--- src/rtl/router_pkg.sv ---
// Shared router/merge definitions: channel count, channel-index type and the
// packet-lock state encoding.
package router_pkg;
  localparam int NUM_CH = 8;
  localparam int CH_W   = 3;

  typedef logic [CH_W-1:0] ch_idx_t;

  typedef enum logic {
    LK_IDLE   = 1'b0,
    LK_LOCKED = 1'b1
  } lock_st_t;
endpackage

--- src/rtl/merge_8to1_rr_arb8.sv ---
// rr_arb8: 8-way round-robin priority search. It starts at ptr, moves upward
// and wraps from 7 to 0. Only requests whose mask bit is set are eligible.
module rr_arb8
  import router_pkg::*;
(
  input  logic [NUM_CH-1:0] req,
  input  ch_idx_t           ptr,
  input  logic [NUM_CH-1:0] mask,
  output logic [NUM_CH-1:0] gnt_oh,
  output ch_idx_t           gnt_idx,
  output logic              any_gnt
);
  logic [NUM_CH-1:0] elig;
  assign elig = req & mask;

  // Walk the offsets from farthest to nearest, so the last hit is the nearest one.
  always_comb begin
    gnt_oh  = '0;
    gnt_idx = '0;
    any_gnt = 1'b0;
    for (int k = NUM_CH-1; k >= 0; k--) begin
      if (elig[ptr + ch_idx_t'(k)]) begin
        gnt_idx = ptr + ch_idx_t'(k);
        any_gnt = 1'b1;
      end
    end
    gnt_oh[gnt_idx] = any_gnt;
  end
endmodule

--- src/rtl/merge_8to1.sv ---
// merge_8to1: 8-channel round-robin merge into one output register stage.
// When MERGE_8TO1_PKT_LOCK_EN is defined, the arbiter holds a channel until
// the last beat of its packet.
module merge_8to1
  import router_pkg::*;
#(
  parameter int DW = 8
) (
  input  logic                       clk,
  input  logic                       rst_n,
  input  logic [NUM_CH-1:0][DW-1:0]  in_data,
  input  logic [NUM_CH-1:0]          in_valid,
  input  logic [NUM_CH-1:0]          in_last,
  output logic [NUM_CH-1:0]          in_ready,
  output logic [DW-1:0]              out_data,
  output ch_idx_t                    out_src,
  output logic                       out_last,
  output logic                       out_valid,
  input  logic                       out_ready
);
  logic              load, accept, advance, any_gnt;
  logic [NUM_CH-1:0] mask, gnt_oh;
  ch_idx_t           gnt_idx, ptr;

  assign load = !out_valid || out_ready;

  rr_arb8 u_arb (
    .req     (in_valid),
    .ptr     (ptr),
    .mask    (mask),
    .gnt_oh  (gnt_oh),
    .gnt_idx (gnt_idx),
    .any_gnt (any_gnt)
  );

  // Gating with rst_n keeps in_ready at 0 while reset is held, even though
  // load is already 1 at that time.
  assign accept   = load && any_gnt && rst_n;
  assign in_ready = accept ? gnt_oh : '0;

`ifdef MERGE_8TO1_PKT_LOCK_EN
  lock_st_t st_q, st_d;
  ch_idx_t  lk_ch_q, lk_ch_d;

  always_ff @(posedge clk or negedge rst_n) begin
    if (!rst_n) begin
      st_q    <= LK_IDLE;
      lk_ch_q <= '0;
    end else begin
      st_q    <= st_d;
      lk_ch_q <= lk_ch_d;
    end
  end

  always_comb begin
    st_d    = st_q;
    lk_ch_d = lk_ch_q;
    mask    = '1;
    case (st_q)
      LK_IDLE: begin
        if (accept && !in_last[gnt_idx]) begin
          st_d    = LK_LOCKED;
          lk_ch_d = gnt_idx;
        end
      end
      LK_LOCKED: begin
        mask          = '0;
        mask[lk_ch_q] = 1'b1;
        if (accept && in_last[gnt_idx]) st_d = LK_IDLE;
      end
      default: st_d = LK_IDLE;
    endcase
  end

  // Move the pointer only when a packet ends, so a locked packet is not cut.
  assign advance = accept && in_last[gnt_idx];
`else
  assign mask    = '1;
  assign advance = accept;
`endif

  always_ff @(posedge clk or negedge rst_n) begin
    if (!rst_n) begin
      out_valid <= 1'b0;
      out_data  <= '0;
      out_src   <= '0;
      out_last  <= 1'b0;
      ptr       <= '0;
    end else begin
      if (load) begin
        out_valid <= any_gnt;
        if (any_gnt) begin
          out_data <= in_data[gnt_idx];
          out_src  <= gnt_idx;
          out_last <= in_last[gnt_idx];
        end
      end
      if (advance) ptr <= gnt_idx + ch_idx_t'(1);
    end
  end
endmodule
--- config.mk ---
export PLATFORM = sky130hd
export DESIGN_NAME = merge_8to1
export DESIGN_NICKNAME = d
export VERILOG_FILES = /design/src/rtl/router_pkg.sv /design/src/rtl/merge_8to1_rr_arb8.sv /design/src/rtl/merge_8to1.sv
export SDC_FILE = /design/constraint.sdc
export NUM_CORES = 1
export LEC_CHECK = 0
export CAP_MARGIN = 20
export CORE_MARGIN = 5
export CORE_UTILIZATION = 48
export CTS_BUF_LIST = sky130_fd_sc_hd__clkbuf_8 sky130_fd_sc_hd__clkbuf_16
export CTS_CLUSTER_DIAMETER = 50
export DETAILED_ROUTE_END_ITERATION = 6
export HOLD_SLACK_MARGIN = 0.03
export PLACE_DENSITY = 0.9
export SLEW_MARGIN = 25
export SYNTH_ARGS = -nofsm -noshare
export SYNTH_HDL_FRONTEND = slang
export SYNTH_SLANG_ARGS = --single-unit
--- constraint.sdc ---
create_clock -name clk -period 6.1 [get_ports clk]
set_input_delay 1.83 -clock clk [delete_from_list [all_inputs] [get_ports clk]]
set_output_delay 1.83 -clock clk [all_outputs]
set_load 0.02 [all_outputs]
==> flow_metrics.py <==
metrics = {
    "critical_path": {
        "worstPathArrival_ns": 4.19,
        "worst_setup_path_end_kind": "primary output",
        "max_stage_delay_cell_worst_path": "mux4_2",
        "worst-path-max-fanout": 6,
        "startpoint_type": "primary input",
        "max_stage_delay_ns": 0.56,
        "worstPathCellList": "clkdlybuf4s15_2 -> mux4_2 -> buf_4 -> mux2i_4 -> nand2b_1 -> o221ai_4 -> nor2_2 -> or2_1 -> nor2_1 -> and3_1 -> buf_2",
        "timing_worst_setup_path_type": "in -> out",
        "critPathRequiredTime_ns": 4.27,
        "internal_reg_to_reg_setup_slack_ns": 2.20,
    },
    "routing": {
        "detailroute.via_count": 3716,
        "drcViolationCount": 0,
        "drt_first_iter_violations": 265,
        "wl_mm": 11.3,
        "route.detailed.vias_per_inst": 6.65,
        "drt-pass1-iter-count": 5,
        "post_drt_wl_per_cell_um": 20.2,
        "drtAntennaViolNets": 0,
    },
    "grt": {
        "grt_first_pass_wirelength_mm": 17.9,
        "via_count_of_the_first_global_routing_pass": 3696,
        "gr-usage-all-layers_pct": 25.3,
        "grt_overflow_total": 0,
        "antenna_found_initial": 0,
        "grt_start_max_net_pins": 35,
    },
    "clock_network": {
        "cts_made_buffers": 3,
        "numClockSinks": 16,
        "clockBufferDepth": 2,
        "cts_tree": "built",
        "cts_hold_buf": 0,
        "clock_tree.root_cell": "clkbuf_8",
        "path_clk_slew_ns": 0.06,
        "clock_latency_ns": 0.25,
        "htree_num_levels": 1,
    },
    "timing": {
        "fmax_mhz": 166,
        "period_utilization_pct": 98.7,
        "final.min_clock_period_ns": 6.02,
        "maxSlewHeadroom_pct": 60.7,
        "report.final.hold_viol_count": 0,
        "worst_hold_margin_ns": 0.489,
        "skew_ns": 0.00338,
        "tightest_slew_ns": 0.588,
        "timing.final.max_slew_violations": 0,
        "unrepaired_setup_endpoints_after_global_routing": "true",
        "setup_viol_count_final": 0,
    },
    "yosys": {
        "synth_area_per_cell_um2": 9.20,
        "synth.cell_area_um2": 3210,
        "synth-edff-count": 0,
        "synth.top_cell.area_share_pct": 12.5,
        "post_synth_cell_types": 69,
        "synth_ff_type": "dfrtp_1",
        "post_synthesis_register_bit_count": 16,
        "synth_sequential_area_ratio_pct": 12.5,
        "synthCells": 349,
        "ys_async_sr_fraction_pct": 100,
        "yosys_warnings": 0,
        "synth_top_area_cell": "dfrtp_1",
        "synth_area_leaders": "dfrtp_1 12%, mux4_2 8.4%, mux2i_1 7.8%",
        "synth_nets": 434,
    },
    "flow_run": {
        "max_cap_violations": 0,
    },
    "layout": {
        "syn2layout_area_growth_pct": 44.7,
        "drive_above_1_share_pct": 34.4,
        "num_antenna_cells": 0,
        "finalNetCount": 568,
    },
    "floorplan": {
        "die_area_um2": 8430,
        "fp.dieH_um": 91.8,
        "num_rows": 29,
        "effective_utilization_at_floorplan_pct": 50.0,
        "core_region_area_um2": 6420,
        "dieWidth_um": 91.8,
        "pin_count": 104,
    },
    "place": {
        "placer_s_final_routability_congestion_estimate": 0.885,
        "dpl.hpwl_mm": 8.38,
        "numPortBuffers": 103,
    },
    "status": {
        "run_status": "completed",
    },
    "worst_hold_path": {
        "worst_hold_path_type": "reg -> reg",
    },
}
-- synthesized netlist by cell type (all sizes together) (4+ instances only) --
cell / instances
nor3: 6
nand4b: 8
nand3: 19
mux4: 12
clkbuf: 4
a221oi: 19
mux2: 36
o21ai: 14
mux2i: 26
nand2: 27
buf: 30
a22oi: 21
nor2: 17
and3: 6
nand2b: 5
a21oi: 14
dfrtp: 16
inv: 6
a21o: 8
o211ai: 9
nor4: 4
-- worst max-delay path, delay by kind of cell --
family	cells	cell delay (ns)
simple gates	5	0.78
mux	2	0.78
buf+inv	3	0.58
compound gates	1	0.21
-- final cells by class --
class	count	area (um2)
flip-flops and latches	16	400
clock buffers	4	55.1
well taps	77	96.3
multi-input cells	291	2660
inverters	8	30.0
repair buffers	163	1410
fillers	424	1770
-- worst paths after layout --
| path | startpoint | end | depth (start not counted) |
|---|---|---|---|
| worst min-delay path | out_src[2]$_DFFE_PN0P_ | out_src[2]$_DFFE_PN0P_ | 2 |
| worst max-delay path | in_valid[0] | in_ready[6] | 11 |
| worst max register to register | ptr[1]$_DFFE_PN0P_ | out_data[6]$_DFFE_PN0P_ | 12 |
| max in group asynchronous | rst_n | out_valid$_DFFE_PN0P_ | 2 |
| min in group asynchronous | rst_n | out_data[6]$_DFFE_PN0P_ | 1 |
| worst min register to register | out_src[2]$_DFFE_PN0P_ | out_src[2]$_DFFE_PN0P_ | 2 |
-- layout by cell type, fill, tap and decap left out, drive strengths merged, types with 3 or more instances in the layout --
cell,n
clkdlybuf4s50,87
buf,72
mux2,36
nand2,27
mux2i,26
a22oi,21
nand3,19
a221oi,19
nor2,17
dfrtp,16
a21oi,14
o21ai,14
mux4,12
o211ai,9
a21o,8
nand4b,8
clkbuf,7
and3,6
inv,6
nor3,6
nand2b,5
nor4,4
nor2b,3
nor3b,3
a211oi,3
or2,3
o221ai,3
-- stage by stage --
stage                     cells  util [%]  setup WS, ns    TNS, ns  area, um2
after CTS                   557      72.3     -0.000615  -0.000615       4640
after floorplan             349         -      -0.00945    -0.0189       3220
after global routing        559      72.4       -0.0179    -0.0225       4650
after global placement      549      70.6        -0.687      -5.04       4540
final                       559      72.4        0.0769          0       4650
after detailed placement    549      70.6        -0.764      -5.63       4540
-- what timing repair did --
action,4_1_cts,5_1_grt
buffers inserted,4,2
gates resized for setup,66,21
setup endpoints to repair,8,8
hold endpoints to repair,0,0
pin swaps,2,5
gates cloned,0,0
-- kinds of logic (layout without fill, tap and decap cells) --
family | after synthesis | in the layout | share of synthesized area [%]
adder cells (fa/ha/maj) | 2 | 2 | 0.779
XOR/XNOR | 3 | 3 | 1.05
flip-flops | 16 | 16 | 12.5
buffers and inverters | 42 | 175 | 7.91
multiplexers | 74 | 74 | 30.5
AND/OR/NAND/NOR | 105 | 105 | 17.8
AO/OA/AOI/OAI | 107 | 107 | 29.6
-- state kept, by name (all words and copies together) (netlist names) --
register and count:
out_data 8, out_src 3, ptr 3, out_last 1, out_valid 1
-- per-layer routing --
layer	global-route usage [%]	wire length, um	share of wire (%)
met4	9.28	453	4.0
met1	31.2	4260	38
met2	44.4	5630	50
met5	0	0	0
met3	4.01	929	8.2
Power is left out: the tool's default activity adds up to more than one toggle a clock period on the data nets, which glitch-free logic cannot reach.
